<file path="config.mk">
export PLATFORM = sky130hd
export DESIGN_NAME = mem_req_scheduler
export DESIGN_NICKNAME = d
export VERILOG_FILES = /design/src/rtl/mem_req_scheduler.sv
export SDC_FILE = /design/constraint.sdc
export NUM_CORES = 1
export LEC_CHECK = 0
export BUFFER_PORTS_ARGS = -buffer_cell sky130_fd_sc_hd__buf_2
export CORE_MARGIN = 2
export CORE_UTILIZATION = 45
export CTS_CLUSTER_SIZE = 30
export DETAILED_ROUTE_END_ITERATION = 10
export GPL_ROUTABILITY_DRIVEN = 0
export PLACE_DENSITY_LB_ADDON = 0.3
export SLEW_MARGIN = 10
export SYNTH_ARGS = -nofsm -noshare
export SYNTH_HDL_FRONTEND = slang
export SYNTH_SLANG_ARGS = --single-unit
export TNS_END_PERCENT = 10
</file>
<file path="constraint.sdc">
create_clock -name clk -period 7.8 [get_ports clk]
set_input_delay 1.17 -clock clk [delete_from_list [all_inputs] [get_ports clk]]
set_output_delay 1.17 -clock clk [all_outputs]
set_load 0.03 [all_outputs]
</file>
<file path="src/rtl/mem_req_scheduler.sv">
// mem_req_scheduler: in-order DRAM request scheduler with a request FIFO,
// per-bank open-page tracking and a PRE/ACT/RW command sequencer.
// Define SCHED_STATS_EN to add the stat_hits/stat_misses counters and ports.
module mem_req_scheduler #(
    parameter int DEPTH      = 16,
    parameter int ADDR_WIDTH = 36,
    parameter int TIME_WIDTH = 32,
    parameter int T_RP       = 4,
    parameter int T_RCD      = 4,
    parameter int T_CL       = 6
) (
    input  logic                   clk,
    input  logic                   rst_n,
    input  logic                   in_valid,
    output logic                   in_ready,
    input  logic [TIME_WIDTH-1:0]  in_time,
    input  logic [1:0]             in_op,
    input  logic [ADDR_WIDTH-1:0]  in_addr,
    output logic                   ord_err,
    output logic                   cmd_valid,
    input  logic                   cmd_ready,
    output logic [2:0]             cmd_type,
    output logic [1:0]             cmd_bank,
    output logic [15:0]            cmd_row,
    output logic [11:0]            cmd_col,
    output logic                   done_valid,
    output logic [1:0]             done_op,
    output logic [ADDR_WIDTH-1:0]  done_addr,
    output logic [$clog2(DEPTH):0] q_count
`ifdef SCHED_STATS_EN
    ,
    output logic [15:0]            stat_hits,
    output logic [15:0]            stat_misses
`endif
);
    localparam int PW = $clog2(DEPTH);
    localparam int CW = PW + 1;
    localparam int WW = 8;

    localparam logic [2:0] CMD_PRE = 3'd1;
    localparam logic [2:0] CMD_ACT = 3'd2;
    localparam logic [2:0] CMD_RD  = 3'd3;
    localparam logic [2:0] CMD_WR  = 3'd4;

    typedef enum logic [2:0] {
        S_IDLE, S_PRE, S_PRE_WAIT, S_ACT, S_ACT_WAIT, S_RW, S_RW_WAIT, S_DONE
    } state_e;

    // request FIFO storage (data path only, no reset needed)
    logic [TIME_WIDTH-1:0] q_time_q [DEPTH];
    logic [1:0]            q_op_q   [DEPTH];
    logic [ADDR_WIDTH-1:0] q_addr_q [DEPTH];

    logic [PW-1:0]         wr_ptr_q, rd_ptr_q;
    logic [CW-1:0]         count_q;
    logic [TIME_WIDTH-1:0] cpu_time_q, last_time_q;
    logic                  ord_err_q;

    state_e                state_q;
    logic [WW-1:0]         wait_q;
    logic                  cmd_valid_q, done_valid_q;
    logic [2:0]            cmd_type_q;
    logic [1:0]            done_op_q;
    logic [ADDR_WIDTH-1:0] done_addr_q;
    logic [3:0]            bank_open_q;
    logic [3:0][15:0]      bank_row_q;

    logic                  hs, enq, deq, head_elig, row_hit;
    logic [TIME_WIDTH-1:0] head_time;
    logic [1:0]            head_op;
    logic [ADDR_WIDTH-1:0] head_addr;
    logic [1:0]            head_bank;
    logic [15:0]           head_row;
    logic [2:0]            rw_type;

    assign head_time = q_time_q[rd_ptr_q];
    assign head_op   = q_op_q[rd_ptr_q];
    assign head_addr = q_addr_q[rd_ptr_q];
    assign head_bank = head_addr[19:18];
    assign head_row  = head_addr[35:20];
    assign rw_type   = (head_op == 2'd1) ? CMD_WR : CMD_RD;
    assign row_hit   = bank_open_q[head_bank] && (bank_row_q[head_bank] == head_row);
    assign head_elig = (count_q != '0) && (cpu_time_q >= head_time);

    // a full queue keeps in_ready low even while the head retires
    assign in_ready = (count_q < CW'(DEPTH));
    assign hs       = in_valid && in_ready;
    assign enq      = hs && !(in_time < last_time_q);
    assign deq      = (state_q == S_DONE);

    // FIFO payload write
    always_ff @(posedge clk) begin
        if (enq) begin
            q_time_q[wr_ptr_q] <= in_time;
            q_op_q[wr_ptr_q]   <= in_op;
            q_addr_q[wr_ptr_q] <= in_addr;
        end
    end

    // FIFO pointers/occupancy, time-order filter and the free-running cpu clock
    always_ff @(posedge clk or negedge rst_n) begin
        if (!rst_n) begin
            wr_ptr_q    <= '0;
            rd_ptr_q    <= '0;
            count_q     <= '0;
            cpu_time_q  <= '0;
            last_time_q <= '0;
            ord_err_q   <= 1'b0;
        end else begin
            if (cpu_time_q != '1) cpu_time_q <= cpu_time_q + TIME_WIDTH'(1);
            ord_err_q <= hs && (in_time < last_time_q);
            if (enq) begin
                wr_ptr_q    <= wr_ptr_q + PW'(1);
                last_time_q <= in_time;
            end
            if (deq) rd_ptr_q <= rd_ptr_q + PW'(1);
            case ({enq, deq})
                2'b10:   count_q <= count_q + CW'(1);
                2'b01:   count_q <= count_q - CW'(1);
                default: count_q <= count_q;
            endcase
        end
    end

    // command sequencer with registered command/completion outputs and bank state
    always_ff @(posedge clk or negedge rst_n) begin
        if (!rst_n) begin
            state_q      <= S_IDLE;
            wait_q       <= '0;
            cmd_valid_q  <= 1'b0;
            cmd_type_q   <= '0;
            done_valid_q <= 1'b0;
            done_op_q    <= '0;
            done_addr_q  <= '0;
            bank_open_q  <= '0;
            bank_row_q   <= '0;
        end else begin
            done_valid_q <= 1'b0;
            done_op_q    <= '0;
            done_addr_q  <= '0;
            case (state_q)
                S_IDLE: if (head_elig) begin
                    cmd_valid_q <= 1'b1;
                    if (row_hit) begin
                        state_q    <= S_RW;
                        cmd_type_q <= rw_type;
                    end else if (bank_open_q[head_bank]) begin
                        state_q    <= S_PRE;
                        cmd_type_q <= CMD_PRE;
                    end else begin
                        state_q    <= S_ACT;
                        cmd_type_q <= CMD_ACT;
                    end
                end
                S_PRE: if (cmd_ready) begin
                    cmd_valid_q            <= 1'b0;
                    cmd_type_q             <= '0;
                    bank_open_q[head_bank] <= 1'b0;
                    wait_q                 <= WW'(T_RP - 1);
                    state_q                <= S_PRE_WAIT;
                end
                S_PRE_WAIT: if (wait_q == '0) begin
                    state_q     <= S_ACT;
                    cmd_valid_q <= 1'b1;
                    cmd_type_q  <= CMD_ACT;
                end else wait_q <= wait_q - WW'(1);
                S_ACT: if (cmd_ready) begin
                    cmd_valid_q            <= 1'b0;
                    cmd_type_q             <= '0;
                    bank_open_q[head_bank] <= 1'b1;
                    bank_row_q[head_bank]  <= head_row;
                    wait_q                 <= WW'(T_RCD - 1);
                    state_q                <= S_ACT_WAIT;
                end
                S_ACT_WAIT: if (wait_q == '0) begin
                    state_q     <= S_RW;
                    cmd_valid_q <= 1'b1;
                    cmd_type_q  <= rw_type;
                end else wait_q <= wait_q - WW'(1);
                S_RW: if (cmd_ready) begin
                    cmd_valid_q <= 1'b0;
                    cmd_type_q  <= '0;
                    wait_q      <= WW'(T_CL - 1);
                    state_q     <= S_RW_WAIT;
                end
                S_RW_WAIT: if (wait_q == '0) begin
                    state_q      <= S_DONE;
                    done_valid_q <= 1'b1;
                    done_op_q    <= head_op;
                    done_addr_q  <= head_addr;
                end else wait_q <= wait_q - WW'(1);
                S_DONE:  state_q <= S_IDLE;
                default: state_q <= S_IDLE;
            endcase
        end
    end

`ifdef SCHED_STATS_EN
    logic [15:0] hits_q, misses_q;

    // count IDLE scheduling decisions by page outcome, saturating
    always_ff @(posedge clk or negedge rst_n) begin
        if (!rst_n) begin
            hits_q   <= '0;
            misses_q <= '0;
        end else if (state_q == S_IDLE && head_elig) begin
            if (row_hit) begin
                if (hits_q != '1) hits_q <= hits_q + 16'd1;
            end else begin
                if (misses_q != '1) misses_q <= misses_q + 16'd1;
            end
        end
    end

    assign stat_hits   = hits_q;
    assign stat_misses = misses_q;
`endif

    // command fields follow the head entry and read as zero when idle
    assign cmd_valid  = cmd_valid_q;
    assign cmd_type   = cmd_type_q;
    assign cmd_bank   = cmd_valid_q ? head_bank : '0;
    assign cmd_row    = cmd_valid_q ? head_row : '0;
    assign cmd_col    = cmd_valid_q ? head_addr[17:6] : '0;
    assign done_valid = done_valid_q;
    assign done_op    = done_op_q;
    assign done_addr  = done_addr_q;
    assign ord_err    = ord_err_q;
    assign q_count    = count_q;

endmodule

</file>
==> results.sh <==
export IMPL_cts_clk_slew_worst_paths_ns=0.06
export IMPL_ys_warnings_count=0
export IMPL_power_switching_mw=2.85
export IMPL_grt_overflow_total=0
export IMPL_synth_edf_count=1120
export IMPL_die_y_um=346
export IMPL_coreArea_mm2=0.116
export IMPL_fin_util_pct=51.5
export IMPL_synth_seq_cells=1320
export IMPL_synth_most_common_cell="edfxtp_1"
export IMPL_avgSynthCellArea_um2=19.6
export IMPL_drv_cap=0
export IMPL_area_growth_pct=13.8
export IMPL_fillers=9102
export IMPL_async_flop_share_pct=15.2
export IMPL_cts_resized_gates=0
export IMPL_ys_seq_area_share_pct=73.5
export IMPL_seqPwrFrac_pct=53.7
export IMPL_vias=26600
export IMPL_hold_viol=0
export IMPL_drt_first_pass_iters=5
export IMPL_grt_pass1_vias=27100
export IMPL_required_ns=6.63
export IMPL_postCtsSetupRepairBufs=0
export IMPL_slew_headroom_pct=15.8
export IMPL_internal_power_mw=11.4
export IMPL_hpwl_mm=70.0
export IMPL_finalWorstSetupSlack_ns=2.11
export IMPL_die_area_mm2=0.120
export IMPL_grt_busiest_layer="met2"
export IMPL_final_nets=3058
export IMPL_finalSetupViolCount=0
export IMPL_path_class="reg -> out"
export IMPL_p_leak_nw=21.0
export IMPL_powerDensity_mw_per_mm2=238
export IMPL_ys_top_cells_by_area="edfxtp_1 64%, mux4_2 14%, dfrtp_1 9.5%"
export IMPL_grt_max_degree=93
export IMPL_met3_usage_pct=3.57
export IMPL_dp_cells=4293
export IMPL_drt_initial_drc_count=2685
export IMPL_synth_area_mm2=0.0526
export IMPL_numCtsBuffers=137
export IMPL_syn_instance_count=2684
export IMPL_fin_crit_ns=5.69
export IMPL_wl_mm=122
export IMPL_cp_max_fo=33
export IMPL_clk_path_buf_depth=3
export IMPL_viasPerCell=5.83
export IMPL_clockPowerShare_pct=45.3
export IMPL_drc=0
export IMPL_clk_latency_ns=0.77
export IMPL_use_met2_pct=33.4
export IMPL_critPathArrivalTime_ns=4.52
export IMPL_antenna_found_initial=9
export IMPL_cts_htree_levels=4
export IMPL_synth_top_area_share_pct=64.0
export IMPL_start_util_pct=45.3
export IMPL_tritoncts="yes"
export IMPL_io_buffers=153
export IMPL_period_share_pct=72.9
export IMPL_synth_top_area_cell="edfxtp_1"
export IMPL_ys_types=65
export IMPL_synth_commonest_cells="1120 x edfxtp_1, 332 x mux4_2, 200 x dfrtp_1"
export IMPL_die_w_um=346
export IMPL_dp_slack_ns=1.98
export IMPL_grt_pass1_wl_mm=182
export IMPL_clock_skew_ns=0.0478
export IMPL_drive_above_1_share_pct=26.7
export IMPL_status="complete, no violations"
export IMPL_num_rows=125
export IMPL_pwr_share_comb_pct=1.0
export IMPL_maxSlewViolCount=0
export IMPL_worst_pin_slew_ns=1.25
export IMPL_fin_tns_setup_ns=0
export IMPL_end_kind="output port"
export IMPL_use_met1_pct=29.0
export IMPL_timing_fmax_mhz=176
export IMPL_hp_class="in -> async"
export IMPL_wl_per_cell_um=26.7
export IMPL_io_pins=154
export IMPL_synthesis_nets=2833
export IMPL_rsz0062_at_grt="no"
export IMPL_grt_total_usage_pct=20.5
export IMPL_synth_ff_type="edfxtp_1"
export IMPL_cts_sinks=1320
export IMPL_cts_hold_buf=0
export IMPL_ctsRootBufferMaster="clkbuf_16"
export IMPL_worstSetupStartpointType="flop"
export IMPL_vdd_drop_max_v=0.000211
export IMPL_swShare_pct=20.0
export IMPL_final_instance_count_excl_fill=4553
export IMPL_ant_nets=0
critical path, stage by stage (launching register included):
cell and delay, ns:
dfrtp_4 0.88, buf_4 0.55, mux4_2 0.59, a22o_1 0.27, a221oi_2 0.89, buf_4 0.32, nor2_1 0.05, buf_2 0.20
registers in the layout, indices dropped and copies added, names as in the netlist, named ones only:
| signal | count |
|---|---|
| bank_row_q | 64 |
| cmd_type | 3 |
| cmd_valid | 1 |
| cpu_time_q | 32 |
| done_addr | 36 |
| done_op | 2 |
| done_valid | 1 |
| last_time_q | 32 |
| ord_err | 1 |
| q_addr_q | 576 |
| q_count | 5 |
| q_op_q | 32 |
| q_time_q | 512 |
| rd_ptr_q | 4 |
| state_q | 3 |
| wait_q | 8 |
| wr_ptr_q | 4 |
kinds of logic (layout without fill, tap and decap cells):
kind of cell    Yosys count  count (layout)  share of synthesized area (%)
other cells               0               4                              0
compound gates          205             205                           2.53
fa+ha+maj                75              75                           1.80
xor+xnor                 55              55                          0.916
buf+inv                 212             553                           1.72
mux                     409             409                           15.8
flops                  1320            1320                           73.5
simple gates            408             408                           3.74
metal layers:
metal | wire, um | share of wire (%) | up-vias
li1 | - | - | 11200
met4 | 2110 | 1.7 | 10
met5 | 75 | 0.062 | -
met3 | 7560 | 6.2 | 175
met1 | 51900 | 43 | 14200
met2 | 60100 | 49 | 914
power groups by stage:
stage	logic, mW	registers [mW]	clock network (mW)
finish	0.140	7.66	6.46
global route	0.157	7.65	6.87
CTS	0.142	7.66	6.59
detailed placement	0.142	7.80	0
global placement	0.132	7.80	0
floorplan	0.00722	7.81	0
final timing paths:
path                                 from        endpoint  slack [ns]  cells past startpoint
min reg2reg                bank_row_q[29]  bank_row_q[29]        0.48                      2
min in group clk           bank_row_q[29]  bank_row_q[29]        0.48                      2
min                                 rst_n   done_addr[35]        0.40                      1
max in group asynchronous           rst_n   done_addr[20]        5.86                      2
max                           rd_ptr_q[0]     cmd_bank[1]        2.11                      7
max reg2reg                   rd_ptr_q[1]     cmd_type[1]        2.24                     15
layout by cell type, fill, tap and decap left out, types with 20 or more instances in the layout:
cell type  instances
clkbuf_1          31
xor2_1            20
a21o_1            26
ha_1              74
xnor2_1           35
mux4_2           332
nor2b_1           34
dfrtp_1          196
clkinv_2          20
a21oi_1           43
o21ai_0           62
buf_4             54
clkinv_1          29
edfxtp_1        1120
inv_1             84
mux2_2            34
and2_1            30
nand2_1          180
mux2i_1           42
nor2_1            46
buf_2            152
nand3_1           28
clkbuf_16        143
stage by stage:
stage                     total power [mW]  hold slack (ns)  cell area (um^2)
final                                 14.3            0.398             59800
after floorplan                       7.81            0.439             52600
after detailed placement              7.94            0.465             55300
after global routing                  14.7            0.454             59800
after global placement                7.93            0.453             55300
after CTS                             14.4            0.443             59800
area by class of cell:
cell class | count | area [um^2] | share of cell area [%]
Antenna cell | 4 | 10.0 | 0.0167
Clock buffer | 179 | 3760 | 6.29
Clock inverter | 76 | 731 | 1.22
Inverter | 85 | 319 | 0.533
Multi-Input combinational cell | 1152 | 13100 | 22.0
Sequential cell | 1320 | 38700 | 64.6
Tap cell | 1524 | 1910 | 3.19
Timing Repair Buffer | 213 | 1300 | 2.18
Note: power is estimated with default switching activity, not from simulation.
